--- config.mk ---
export PLATFORM = sky130hd
export DESIGN_NAME = load_align_unit
export DESIGN_NICKNAME = d
export VERILOG_FILES = /design/src/rtl/load_align_unit_pkg.sv /design/src/rtl/load_align_unit_extract.sv /design/src/rtl/load_align_unit.sv
export SDC_FILE = /design/constraint.sdc
export NUM_CORES = 1
export LEC_CHECK = 0
export ABC_AREA = 1
export BUFFER_PORTS_ARGS = -buffer_cell sky130_fd_sc_hd__buf_2
export CAP_MARGIN = 20
export CORE_ASPECT_RATIO = 1.25
export CORE_MARGIN = 2
export CORE_UTILIZATION = 51
export DETAILED_ROUTE_END_ITERATION = 8
export PLACE_DENSITY_LB_ADDON = 0.2
export SLEW_MARGIN = 10
export SYNTH_ARGS = -nofsm -noshare
export SYNTH_HDL_FRONTEND = slang
export SYNTH_HIERARCHICAL = 1
export SYNTH_SLANG_ARGS = --single-unit
--- constraint.sdc ---
create_clock -name clk -period 4.5 [get_ports clk]
set_input_delay 0.45 -clock clk [delete_from_list [all_inputs] [get_ports clk]]
set_output_delay 0.45 -clock clk [all_outputs]
set_load 0.02 [all_outputs]
--- src/rtl/load_align_unit_pkg.sv ---
// Shared load-path types: load_mode encodings and the MEM/WB write-back bundle.
package load_align_unit_pkg;

  localparam logic [2:0] LD_LW  = 3'b000;
  localparam logic [2:0] LD_LBU = 3'b001;
  localparam logic [2:0] LD_LB  = 3'b010;
  localparam logic [2:0] LD_LHU = 3'b011;
  localparam logic [2:0] LD_LH  = 3'b100;
  localparam logic [2:0] LD_LWL = 3'b101;
  localparam logic [2:0] LD_LWR = 3'b110;
  localparam logic [2:0] LD_RSV = 3'b111;

  typedef struct packed {
    logic        valid;
    logic [31:0] data;
    logic [4:0]  dst;
  } wb_t;

  localparam wb_t WB_BUBBLE = '{valid: 1'b0, data: 32'd0, dst: 5'd0};

endpackage

--- src/rtl/load_align_unit_extract.sv ---
// Combinational byte/halfword/word extraction and misalignment detect.
// lwl/lwr merge exists only when UNALIGNED_LOAD_EN is defined.
module load_extract
  import load_align_unit_pkg::*;
(
  input  logic [2:0]  load_mode,
  input  logic [1:0]  addr_lo,
  input  logic [31:0] raw_data,
  input  logic [31:0] rt_old,
  output logic [31:0] data,
  output logic        misaligned
);

  logic [7:0]  byte_sel;
  logic [15:0] half_sel;

  assign byte_sel = raw_data[{addr_lo, 3'b000} +: 8];
  assign half_sel = raw_data[{addr_lo[1], 4'b0000} +: 16];

`ifdef UNALIGNED_LOAD_EN
  logic [4:0]  lwl_sh;
  logic [4:0]  lwr_sh;
  logic [31:0] lwl_val;
  logic [31:0] lwr_val;

  // lwl shifts the low bytes up; lwr shifts the high bytes down.
  assign lwl_sh  = {~addr_lo, 3'b000};
  assign lwr_sh  = {addr_lo, 3'b000};
  assign lwl_val = (raw_data << lwl_sh)
                 | (rt_old & ~(32'hFFFF_FFFF << lwl_sh));
  assign lwr_val = (raw_data >> lwr_sh)
                 | (rt_old & ~(32'hFFFF_FFFF >> lwr_sh));
`else
  logic unused_rt;
  assign unused_rt = ^rt_old;
`endif

  always_comb begin
    data       = raw_data;
    misaligned = 1'b0;
    unique case (load_mode)
      LD_LBU: data = {24'd0, byte_sel};
      LD_LB:  data = {{24{byte_sel[7]}}, byte_sel};
      LD_LHU: begin
        data       = {16'd0, half_sel};
        misaligned = addr_lo[0];
      end
      LD_LH: begin
        data       = {{16{half_sel[15]}}, half_sel};
        misaligned = addr_lo[0];
      end
`ifdef UNALIGNED_LOAD_EN
      LD_LWL: data = lwl_val;
      LD_LWR: data = lwr_val;
      LD_LW, LD_RSV: misaligned = |addr_lo;
`else
      LD_LW, LD_LWL, LD_LWR, LD_RSV: misaligned = |addr_lo;
`endif
      default: misaligned = |addr_lo;
    endcase
  end

endmodule

--- src/rtl/load_align_unit.sv ---
// MEM/WB load alignment register with stall/flush and a sticky misalign record.
// Optional lwl/lwr support is selected by UNALIGNED_LOAD_EN.
module load_align_unit
  import load_align_unit_pkg::*;
(
  input  logic        clk,
  input  logic        reset,
  input  logic        mem_valid,
  input  logic [2:0]  load_mode,
  input  logic [31:0] mem_addr,
  input  logic [31:0] raw_data,
  input  logic [31:0] rt_old,
  input  logic [4:0]  dst_reg,
  input  logic        stall,
  input  logic        flush,
  input  logic        err_clr,
  output logic        wb_valid,
  output logic [31:0] wb_data,
  output logic [4:0]  wb_dst,
  output logic        err_flag,
  output logic [31:0] err_addr
);

  wb_t         wb_q, wb_d;
  logic        err_flag_q, err_flag_d;
  logic [31:0] err_addr_q, err_addr_d;
  logic [31:0] ld_data;
  logic        ld_mis;
  logic        new_err;

  load_extract u_extract (
    .load_mode  (load_mode),
    .addr_lo    (mem_addr[1:0]),
    .raw_data   (raw_data),
    .rt_old     (rt_old),
    .data       (ld_data),
    .misaligned (ld_mis)
  );

  // Only a load that actually advances into WB may record an error.
  assign new_err = mem_valid & ld_mis & ~flush & ~stall;

  always_comb begin
    wb_d       = wb_q;
    err_flag_d = err_flag_q;
    err_addr_d = err_addr_q;
    if (flush) begin
      wb_d = WB_BUBBLE;
    end else if (!stall) begin
      if (mem_valid && !ld_mis) begin
        wb_d = '{valid: 1'b1, data: ld_data, dst: dst_reg};
      end else begin
        wb_d = WB_BUBBLE;
      end
    end
    if (new_err && (err_clr || !err_flag_q)) begin
      err_flag_d = 1'b1;
      err_addr_d = mem_addr;
    end else if (err_clr) begin
      err_flag_d = 1'b0;
      err_addr_d = 32'd0;
    end
  end

  always_ff @(posedge clk) begin
    if (reset) begin
      wb_q       <= WB_BUBBLE;
      err_flag_q <= 1'b0;
      err_addr_q <= 32'd0;
    end else begin
      wb_q       <= wb_d;
      err_flag_q <= err_flag_d;
      err_addr_q <= err_addr_d;
    end
  end

  assign wb_valid = wb_q.valid;
  assign wb_data  = wb_q.data;
  assign wb_dst   = wb_q.dst;
  assign err_flag = err_flag_q;
  assign err_addr = err_addr_q;

endmodule

======== Word-level counts from Yosys, hierarchy flattened ========
Index checks and enable logic that the tools add are counted.
cells by class
  equality and inequality tests ........... 7
  reduce and logical (&&, ||, !) cells .... 11
  shift operators ......................... 2
  mux-type cells .......................... 7
  bitwise logic cells ..................... 5
operators by type and width
  operator                                              number
  one-hot mux 32 bit (4 select lines)                   1
  two-way mux 32 bit                                    2
  two-way mux 38 bit                                    1
  indexed part select 32 x 6 -> 16 bit                  1
  indexed part select 32 x 6 -> 8 bit                   1
  equality test 3 bit (second input constant)           4
  equality test 3 x 2 -> 1 bit (second input constant)  2
  OR reduction 2 bit                                    3
  OR reduction 4 bit                                    1
  AND 1 bit                                             3
  equality test 3 x 1 -> 1 bit (second input constant)  1
  logical NOT 3 bit                                     1
  logical AND 1 bit                                     2
  logical NOT 1 bit                                     2
  two-way mux 1 bit                                     2
  inverter 1 bit                                        2
  one-hot mux 1 bit (2 select lines)                    1
  nonzero test 2 bit                                    1
  logical OR 1 bit                                      1
word-level totals
  word-level logic and storage cells ...... 37
  register bits after elaboration ......... 71
  bits of input ports ..................... 110

======== Logic depth before layout (Yosys ltp) ========
  depth in word-level cells ............... 8
  mapped depth ............................ 11
  depth with buffers taken out ............ 10

======== Hierarchy ========
Netlist, hierarchy kept.
by module, submodules not included
  module           cells an instance  seq. area each (µm²)  times used  area each (µm²)
  load_align_unit  324                1421.4                1           2720.1
  load_extract     245                0.0                   1           1133.6

======== Worst setup path before layout ========
OpenSTA, ideal clock, no wires.
  kind .................................... input-to-reg
  start point ............................. input load_mode[0]
  end point ............................... register err_addr_q[22], in the netlist err_addr[22]
  setup time .............................. 0.132 ns
  required time ........................... 4.368 ns
  buffers on the path ..................... 1
  cell stages on the path ................. 11
  path slack .............................. 2.728 ns
  data arrival time ....................... 1.640 ns
  cell sequence ........................... nor2_2 nand2_2 nand2_4 nand2_1 a21oi_1 inv_1 nor2_1 nand3_2 buf_4 nand3_1 a21oi_1
between the ends
  longest elaborated chain between the ends .. 8
  elaborated cells on any way between the ends .. 15
RTL lines
  what                                                             RTL line                       source
  from (decl)                                                      load_align_unit.sv:9           input logic [2:0] load_mode,
  equality test 3 bit (tied with other cells)                      load_align_unit_extract.sv:41  unique case (load_mode)
  OR reduction 4 bit / OR reduction 2 bit (equally long branches)  n/a
  one-hot mux 1 bit (2 select lines) *                             load_align_unit_extract.sv:41
  named net ld_mis                                                 load_align_unit.sv:28          logic ld_mis;
  AND 1 bit * (3 in series)                                        load_align_unit.sv:41          assign new_err = mem_valid & ld_mis & ~flush & ~stall;
  logical AND 1 bit *                                              load_align_unit.sv:56          if (new_err && (err_clr || !err_flag_q)) begin
  two-way mux 32 bit / nonzero test 2 bit (equally long branches)  n/a
  to (signal assigned)                                             load_align_unit.sv:73          err_addr_q <= err_addr_d;
  to (decl)                                                        load_align_unit.sv:26          logic [31:0] err_addr_q, err_addr_d;
The timed path passes the listed nets; every way through them passes the cells marked *.
A chain may end at the register's enable or synchronous reset.

======== Final worst setup path ========
  start point ............................. input load_mode[0]
  end point ............................... register err_addr_q[1], in the netlist err_addr[1]
The elaborated chain is that of the path after synthesis.

==> results.md <==
Detailed routing:
- The via count normalized by instance count is between 5 and 6.
- The number of nets with antenna violations after detailed routing is 0.
- The total iterations of the first detailed-routing run is 5.
- In the routed design, unresolved DRC markers number 0.
- The wire length per cell is 14.3 microns.
- The violation count after the first detailed-routing iteration is roughly 360.
- The detailed router placed 4235 vias in this run.
- The post-detailed-routing wire length is 11200 microns.

Worst setup path:
- For this design, the slowest cell found on the critical path is sky130_fd_sc_hd__nand3_2.
- STA classifies the critical path endpoint as a flip-flop.
- By instance count, the cell type seen most on the critical path is sky130_fd_sc_hd__a21oi_1.
- The critical path goes through buf_2, nor2_2, nand2_2, nand2_4, nand2_1, a21oi_1, inv_1, nor2_1, nand3_2, nand3_1, a21oi_1.
- The total buffers and inverters traversed by the critical path is 2.
- On the critical path the largest part of the delay comes from simple AND/OR/NAND/NOR gates.
- For this run, the slowest stage of the critical path takes 0.54 ns.
- STA puts the critical path data arrival time at approximately 3.0 ns.
- STA classifies the critical path startpoint as a primary input.
- The worst setup path is of the primary input to flip-flop kind.
- In this run the worst path has a maximum fanout of 34.
- The critical path data required time is roughly 4.7 ns.

Cells and area:
- The area occupied by multi-input gates is around 2000 sq um.
- The area growth from synthesis to layout is 19.7%.
- The number of filler cells placed in the layout is 736.
- The register cell area after layout is 1420 sq um.
- Measured on the finished design, the core utilization comes to 62.7%.
- The post-route standard cell area excluding fillers is 4610 sq um.
- The net count of the finished layout is 794.
- In the final layout, the share of cells above drive strength 1 is 29.5%.
- The most common library cell in the layout ignoring fill and taps is sky130_fd_sc_hd__nand2_1.
- In the layout the commonest cells are sky130_fd_sc_hd__nand2_1 (160), sky130_fd_sc_hd__nand3_1 (153), sky130_fd_sc_hd__buf_2 (148).
- 0 antenna diodes ended up in the layout.

Yosys:
- The post-synthesis share of cell area spent on xor and xnor gates is 0%.
- The post-synth net total is a little under 700.
- The average instance in the mapped netlist occupies a little under 7 sq um.
- For this run, the number of Yosys warnings is 6.
- By area, the combinational part of the netlist is dominated by simple AND/OR/NAND/NOR gates.
- Synthesis handed over a netlist of 569 instances.
- The post-synthesis cell type count is 22.
- The flip-flop and latch count after synthesis is between 70 and 80.
- The post-synthesis share of cell area spent on and, or, nand and nor gates is between 30% and 40%.
- The share of the Yosys chip area taken by registers is between 30% and 40%.
- After synthesis, the share of cell area in mux cells is 0%.
- Of the total synthesized cell area, the portion taken by full adders, half adders and majority gates is 0%.
- The post-synthesis compound-gate area fraction is 12.7%.
- The cell area after technology mapping is between 3000 and 4000 sq um.

Timing:
- For the final database, setup skew stands at 0.00671 ns.
- The maximum achievable frequency is 357 MHz.
- Final hold analysis gives a worst-case slack of 0.343 ns.
- The minimum clock period is 2.80 ns.
- In the post-route analysis, the smallest setup slack over all paths is 1.70 ns.
- Setup repair after global routing left no endpoint under its margin.
- Headroom to the max-slew limit came out at 36.3%.
- The final-report max-slew violation count was 0.
- For the pin with the worst max-slew slack, the measured transition is 0.956 ns.
- The hold violation count in the final report was 0.
- The setup violation total in the final timing report is 0.
- The sum of negative setup slack is 0 ns.
- The final clock period utilization by the worst path is between 60% and 70%.

Run status:
- The run finished with clean final reports.

CTS:
- The clock reaches the later pin of the worst-skew pair after approximately 0.35 ns.
- The TritonCTS clock tree is yes.
- The number of instances resized during post-cts repair is 0.
- Post-CTS timing repair inserted 0 buffers for setup.
- The number of buffers between clock root and the deepest sink is 2.
- Clock-pin slew was measured on the worst setup and hold paths at 0.08 ns.
- The number of sinks handled by clock tree synthesis is 71.
- The hold buffer count at cts is 0.
- The number of levels the H-tree was split into is 3.
- The number of CTS-inserted buffers is 9.
- The tree is rooted in a sky130_fd_sc_hd__clkbuf_8.

Global routing:
- The first global-routing pass estimated 17700 microns of wire.
- The total routing resource utilization after global routing is 27.3%.
- The initial antenna violation count is 0.
- The global route total overflow is 0.
- Entering global routing, the biggest net connects 41 pins.
- The via count of the first global-routing pass was 3803.

Die:
- The starting density of the core is 52.4%.
- The die footprint is just over 8000 sq um.
- The number of top-level pins is 181.
- The core region is 7360 sq um.
- The floorplan step set the die height to 101 microns.
- The floorplan die width is just over 80 microns.
- After floorplanning, the core was divided into 35 placement rows.

Pwr:
- Summed over all cells, the static leakage comes to 0.00221 uW.
- The total power density per cell area is 301 nW/um^2.
- Across the VDD grid, the largest voltage drop is 0.273 mV.

Place:
- The count of input and output buffers is around 150.
- The congestion estimate from routability-driven global placement came to around 0.92.
- After detailed placement, the total cell area comes to about 4400 sq um.
- Timing analysis after detailed placement gives a worst setup slack of roughly 1.4 ns.
- Summed over all nets, the half-perimeter wirelength after detailed placement is 7610 microns.

Hold path:
- The path class of the tightest hold or removal check is primary input to flip-flop.

Flow run:
- Max-cap violations in this run came to 0.
## cell usage after synthesis
cell / count / area share [%]
sky130_fd_sc_hd__nand2_2: 4 / 0.65
sky130_fd_sc_hd__inv_4: 1 / 0.16
sky130_fd_sc_hd__or2_1: 1 / 0.16
sky130_fd_sc_hd__a21oi_1: 52 / 6.8
sky130_fd_sc_hd__inv_1: 38 / 3.7
sky130_fd_sc_hd__buf_6: 9 / 2.6
sky130_fd_sc_hd__nand3_1: 153 / 20
sky130_fd_sc_hd__a21oi_2: 20 / 4.5
sky130_fd_sc_hd__nor2_2: 3 / 0.49
sky130_fd_sc_hd__nor2_4: 1 / 0.29
sky130_fd_sc_hd__nand2_1: 160 / 16
sky130_fd_sc_hd__buf_4: 13 / 2.5
sky130_fd_sc_hd__nand2_4: 1 / 0.29
sky130_fd_sc_hd__o21ai_0: 7 / 0.91
sky130_fd_sc_hd__clkbuf_1: 4 / 0.39
sky130_fd_sc_hd__o21ai_2: 2 / 0.45
sky130_fd_sc_hd__buf_2: 17 / 2.2
sky130_fd_sc_hd__nand3_2: 2 / 0.52
sky130_fd_sc_hd__dfxtp_1: 71 / 37
sky130_fd_sc_hd__inv_2: 3 / 0.29
sky130_fd_sc_hd__buf_1: 3 / 0.29
sky130_fd_sc_hd__nor2_1: 4 / 0.39
## through the flow
step,power (uW),instances
floorplan,815,569
global placement,876,765
detailed placement,879,765
CTS,1400,781
global route,1450,781
finish,1390,781
## metal layers
metal | wire [microns] | share of wire, % | GRT usage (%)
met4 | 396 | 3.5 | 12.6
met5 | 0 | 0 | 0
met2 | 5440 | 49 | 44.8
met1 | 4340 | 39 | 32.8
met3 | 1020 | 9.1 | 7.58
## cells by family (layout without fill, tap and decap cells)
| logic type | Yosys count | in the layout |
|---|---|---|
| AO/OA/AOI/OAI | 81 | 81 |
| buffers and inverters | 88 | 208 |
| AND/OR/NAND/NOR | 329 | 329 |
| flip-flops | 71 | 71 |
## area by class of cell
type | instances | area share, %
clock buffer | 10 | 2.77
timing repair buffer | 150 | 16.4
clock inverter | 6 | 1.52
inverter | 42 | 3.47
multi-input combinational | 410 | 42.5
sequential | 71 | 30.8
tap | 92 | 2.50
## state kept, by name (all words and copies together), names as in the netlist
name,cells
err_flag,1
wb_data,32
err_addr,32
wb_dst,5
wb_valid,1
## worst min-delay path, stage by stage
cell and delay [ns]:
sky130_fd_sc_hd__buf_2 0.09, sky130_fd_sc_hd__nand2_1 0.05, sky130_fd_sc_hd__a21oi_1 0.05
## where the power goes
| part | switching, uW | internal (uW) | leakage (uW) |
|---|---|---|---|
| clock | 261 | 260 | 0.0000944 |
| sequential | 4.62 | 637 | 0.000573 |
| combinational | 149 | 76.2 | 0.00155 |
## worst paths after layout
path / startpoint / end / slack, ns / depth (start not counted)
hold / removal: dst_reg[4] / wb_dst[4] / 0.34 / 3
setup reg to reg: err_flag / err_addr[1] / 2.54 / 4
setup / recovery: load_mode[0] / err_addr[1] / 1.70 / 11
hold reg to reg: wb_data[31] / wb_data[31] / 0.46 / 2
(Power assumes the default switching activity.)
